==> src/rtl/fetch_pc_predictor.sv <==
// fetch_pc_predictor
//   Instruction-fetch front end. It holds the 12-bit fetch PC and a
//   direct-mapped BTB with a 2-bit saturating counter per entry. It picks the
//   next PC from, in priority order: EX redirect, stall hold, BTB prediction,
//   sequential flow. The BTB is trained from branch resolutions reported by EX.
//
// Ports
//   clk, reset                 clock; synchronous active-high reset
//   riscv_start, riscv_done    run = riscv_start && !riscv_done; otherwise frozen
//   *_stall (x4)               hold the fetch PC
//   flush, redirect_pc         redirect from EX; wins over every stall
//   upd_valid, upd_pc,
//   upd_taken, upd_target      branch resolution used to train the BTB
//   pc_in, pc_plus_4           current fetch PC and PC+4 (mod 4096)
//   btb_hit, predict_taken,
//   pred_target                combinational BTB lookup on pc_in
module fetch_pc_predictor #(
  parameter int          BTB_ENTRIES = 16,
  parameter logic [11:0] RESET_PC    = 12'h000
) (
  input  logic        clk,
  input  logic        reset,
  input  logic        riscv_start,
  input  logic        riscv_done,
  input  logic        icache_stall,
  input  logic        dcache_stall,
  input  logic        md_alu_stall,
  input  logic        load_use_stall,
  input  logic        flush,
  input  logic [11:0] redirect_pc,
  input  logic        upd_valid,
  input  logic [11:0] upd_pc,
  input  logic        upd_taken,
  input  logic [11:0] upd_target,
  output logic [11:0] pc_in,
  output logic [11:0] pc_plus_4,
  output logic        predict_taken,
  output logic        btb_hit,
  output logic [11:0] pred_target
);

  localparam int IDX   = $clog2(BTB_ENTRIES);
  localparam int TAG_W = 10 - IDX;

  // Word-aligned PCs: the two low bits are always zero, so they are not stored.
  logic                   btb_valid  [BTB_ENTRIES];
  logic [1:0]             btb_ctr    [BTB_ENTRIES];
  logic [TAG_W-1:0]       btb_tag    [BTB_ENTRIES];
  logic [9:0]             btb_target [BTB_ENTRIES];

  logic                   run;
  logic                   any_stall;
  logic [11:0]            next_pc;

  logic [IDX-1:0]         fetch_idx;
  logic [TAG_W-1:0]       fetch_tag;
  logic [IDX-1:0]         upd_idx;
  logic [TAG_W-1:0]       upd_tag;
  logic                   upd_hit;
  logic [1:0]             upd_ctr_next;

  // Low address bits of incoming PCs are defined as don't-care.
  logic                   unused_low_bits;
  assign unused_low_bits = ^{redirect_pc[1:0], upd_pc[1:0], upd_target[1:0]};

  assign run       = riscv_start && !riscv_done;
  assign any_stall = icache_stall || dcache_stall || md_alu_stall || load_use_stall;

  // ---------------------------------------------------------------------------
  // Lookup on the current fetch PC (pre-update contents in the update cycle).
  // ---------------------------------------------------------------------------
  assign fetch_idx     = pc_in[IDX+1:2];
  assign fetch_tag     = pc_in[11:IDX+2];
  assign btb_hit       = btb_valid[fetch_idx] && (btb_tag[fetch_idx] == fetch_tag);
  assign predict_taken = btb_hit && btb_ctr[fetch_idx][1];
  assign pred_target   = {btb_target[fetch_idx], 2'b00};
  assign pc_plus_4     = pc_in + 12'd4;

  // ---------------------------------------------------------------------------
  // Next-PC selection.
  // ---------------------------------------------------------------------------
  // NOTE: next_pc gets a default first so no path leaves it unassigned; a
  // missing branch in always_comb would otherwise infer a latch.
  always_comb begin
    next_pc = pc_in;
    if (flush) begin
      next_pc = {redirect_pc[11:2], 2'b00};
    end else if (any_stall) begin
      next_pc = pc_in;
    end else if (predict_taken) begin
      next_pc = pred_target;
    end else begin
      next_pc = pc_plus_4;
    end
  end

  // NOTE: sequential state uses non-blocking assignments so every register
  // samples pre-edge values regardless of process ordering.
  always_ff @(posedge clk) begin
    if (reset) begin
      pc_in <= RESET_PC;
    end else if (run) begin
      pc_in <= next_pc;
    end
  end

  // ---------------------------------------------------------------------------
  // BTB training.
  // ---------------------------------------------------------------------------
  assign upd_idx = upd_pc[IDX+1:2];
  assign upd_tag = upd_pc[11:IDX+2];
  assign upd_hit = btb_valid[upd_idx] && (btb_tag[upd_idx] == upd_tag);

  always_comb begin
    upd_ctr_next = btb_ctr[upd_idx];
    if (upd_taken) begin
      if (btb_ctr[upd_idx] != 2'd3) upd_ctr_next = btb_ctr[upd_idx] + 2'd1;
    end else begin
      if (btb_ctr[upd_idx] != 2'd0) upd_ctr_next = btb_ctr[upd_idx] - 2'd1;
    end
  end

  // NOTE: the whole table is cleared on reset, not just the valid bits, so
  // pred_target and the counters read as defined values straight after reset.
  always_ff @(posedge clk) begin
    if (reset) begin
      for (int i = 0; i < BTB_ENTRIES; i++) begin
        btb_valid[i]  <= 1'b0;
        btb_ctr[i]    <= 2'b01;
        btb_tag[i]    <= '0;
        btb_target[i] <= '0;
      end
    end else if (run && upd_valid) begin
      if (upd_hit) begin
        btb_ctr[upd_idx] <= upd_ctr_next;
        if (upd_taken) btb_target[upd_idx] <= upd_target[11:2];
      end else if (upd_taken) begin
        btb_valid[upd_idx]  <= 1'b1;
        btb_tag[upd_idx]    <= upd_tag;
        btb_target[upd_idx] <= upd_target[11:2];
        btb_ctr[upd_idx]    <= 2'b10;
      end
    end
  end

endmodule

==> config.mk <==
export PLATFORM = sky130hd
export DESIGN_NAME = fetch_pc_predictor
export DESIGN_NICKNAME = d
export VERILOG_FILES = /design/src/rtl/fetch_pc_predictor.sv
export SDC_FILE = /design/constraint.sdc
export NUM_CORES = 1
export LEC_CHECK = 0
export CAP_MARGIN = 20
export CORE_ASPECT_RATIO = 0.6
export CORE_MARGIN = 2
export CORE_UTILIZATION = 35
export CTS_CLUSTER_DIAMETER = 100
export DETAILED_ROUTE_END_ITERATION = 8
export PLACE_DENSITY = 0.62
export SLEW_MARGIN = 20
export SYNTH_ARGS = -nofsm -noshare
export SYNTH_HDL_FRONTEND = slang
export SYNTH_SLANG_ARGS = --single-unit
==> constraint.sdc <==
create_clock -name clk -period 3 [get_ports clk]
set_input_delay 0.3 -clock clk [delete_from_list [all_inputs] [get_ports clk]]
set_output_delay 0.3 -clock clk [all_outputs]
set_load 0.005 [all_outputs]
==> results by group <==
Detailed routing
  – Vias per inst: 5.46
  – First-pass DRT Iterations: 5
  – Avg WL per Cell: 25.4 µm
  – Routed vias: 11248
  – Post-DRT Antenna Nets: 0
  – DR iter-0 viols: 1323
  – DR DRC count: 0
  – WL final: 52300 µm

Timing
  – Final setup viols: 255
  – Clock skew: 21.0 ps
  – Slew HR: 36.9%
  – Period utilization: 111%
  – Minimum clock period: 3330 ps
  – Slew @ Worst Pin: 947 ps
  – Hold WS: 405 ps
  – Final Hold Viols: 0
  – Final Worst Setup Slack: -329 ps
  – Fmax: 0.300 GHz
  – Slew Limit Fails: 0
  – RSZ-0062 raised after global routing: yes

CTS
  – CTS H-tree lvls: 1
  – Max clock buf depth: 3
  – CTS clk-pin slew, worst paths: 70 ps
  – CTS root buffer: clkbuf_16
  – Clk sinks: 318
  – CTS tree: yes
  – CTS buffer count: 29
  – Worst skew pair latency: 580 ps

Final layout
  – # nets final: 1470
  – Ant diodes: 0
  – Commonest non-fill, non-tap cells in the layout: edfxtp_1, and2_1, buf_4
  – Layout cell share with drive strength beyond 1: 42.1%
  – Finished Core Util: 48.8%
  – Most common library cell in the layout ignoring fill and taps: edfxtp_1
  – Area Growth Syn to Fin: 36.5%

Synthesis
  – Async S/R FF share, synth: 0%
  – Mean Syn Cell Area: 13.5 µm²
  – Synthesized area: 16100 µm²
  – Number of distinct library cells after synthesis: 56
  – Flops & latches, synth: 318
  – Top_reg_cell synth: edfxtp_1
  – Post-Synthesis Cells: 1199
  – Sequential fraction of the synthesis area: 57.3%
  – Post-synth EDFFs: 288
  – Synth warn: 0

Power and ir drop
  – Worst vdd ir: 0.334 mV
  – P_leak: 7.64 nW
  – Final Power: 0.0101 W
  – Power Density: 461 nW/µm²

Floorplanning
  – Num rows: 60
  – Die area: 47900 µm²
  – Die W: 281 µm
  – Initial Util: 35.8%
  – CORE AREA: 45100 µm²
  – Io pins: 85
  – Chip height: 170 µm

Hold path
  – Tightest Hold Check Type: input port to flop

Run
  – Max Cap Viol: 0

Global route
  – Number of global-route vias before repair: 10902
  – Gr ovfl total: 0
  – Largest net degree at the start of global routing: 76
  – Global-route wire length before repair: 73000 µm
  – Global-route usage over all layers: 21.0%
  – Antenna violations before repair: 3

Critical path
  – Crit Path Max Fanout: 4
  – Startpoint Class: flop
  – Worst setup EP type: output port
  – CP Data Required Time: 2700 ps
  – Critical path type: flop to output port
  – Critical Path AT: 3030 ps

Place
  – Routability cong.: 0.881
  – Place WS: -584 ps
  – PortBufs: 72
  – DP Wirelength: 36500 µm

Status
  – Status: finished, violations left
  – Failing checks: setup timing
what timing repair did:
| item | 4_1_cts | 5_1_grt |
|---|---|---|
| endpoints found under the setup margin | 283 | 283 |
| hold buffers | 0 | 0 |
| pin swaps | 7 | 28 |
| buffers inserted | 35 | 14 |
| gates resized for setup | 92 | 332 |
| gates cloned | 2 | 9 |
final timing paths:
path,startpoint,to,slack (ps),cells past startpoint
setup / recovery,flop,btb_hit,-330,10
hold / removal,redirect_pc[2],flop,400,4
setup reg to reg,flop,flop,-140,14
hold reg to reg,btb_valid[7],btb_valid[7],490,2
critical path: stages, from the launching register on:
cell     delay (ps)
dfxtp_4         370
buf_8           150
buf_6           110
mux4_2          490
mux2i_1         190
buf_4           180
nor4_2           60
nor4_4          460
a21oi_4          80
and3b_1         220
buf_2           130
through the flow:
| step | instance area (µm²) | cells | setup TNS (ps) |
|---|---|---|---|
| after floorplan | 16200 | 1204 | 0 |
| after global placement | 19000 | 1960 | -98220 |
| after detailed placement | 19000 | 1960 | -92470 |
| after CTS | 20400 | 2047 | -1720 |
| after global routing | 22000 | 2061 | -37680 |
| final | 22000 | 2061 | -18560 |
layer usage:
metal	global-route usage [%]	up-vias	routed length, µm
met5	0	-	13
met4	2.81	2	689
met3	6.56	49	5850
met2	28.5	542	21600
met1	33.2	5767	24100
li1	-	4888	-
power by group:
group / switching, W / internal, W
sequential: 0.0000896 / 0.00498
combinational: 0.000735 / 0.000735
clock: 0.00167 / 0.00193
total: 0.00249 / 0.00765
area by class of cell:
class	count	area, µm²
multi-input combinational	741	7670
sequential	318	9260
tap	620	776
clock inverter	16	126
inverter	31	116
clock buffer	34	744
timing repair buffer	301	3320
fill	3847	23100
synthesized netlist by cell type (all sizes together) (22+ instances only):
library cell / number / area share (%)
nand2b: 32 / 1.2
mux2i: 37 / 2.3
nor2: 135 / 3.1
edfxtp: 288 / 54
clkbuf: 76 / 1.8
mux4: 113 / 16
buf: 38 / 1.4
and2: 163 / 6.3
nand2: 48 / 1.1
dfxtp: 30 / 3.7
o21ai: 22 / 0.68
nand3: 48 / 1.5
inv: 31 / 0.72
sequential cells by signal (all words and copies together) (netlist names), named ones only:
signal and cells:
btb_ctr 32, pc_in 10, btb_target 160, btb_tag 96
btb_valid 16
cell families after synthesis:
kind of cell,after synthesis,synth area share [%]
buffers and inverters,145,3.92
AOI/OAI and AO/OA,78,3.54
DFF,318,57.3
other,1,0.0232
xor gates and xnor gates,19,1.03
adders and majority gates,1,0.0776
muxes,159,18.7
and+or+nand+nor,478,15.4
No activity file was read; power rests on OpenSTA's default activity.
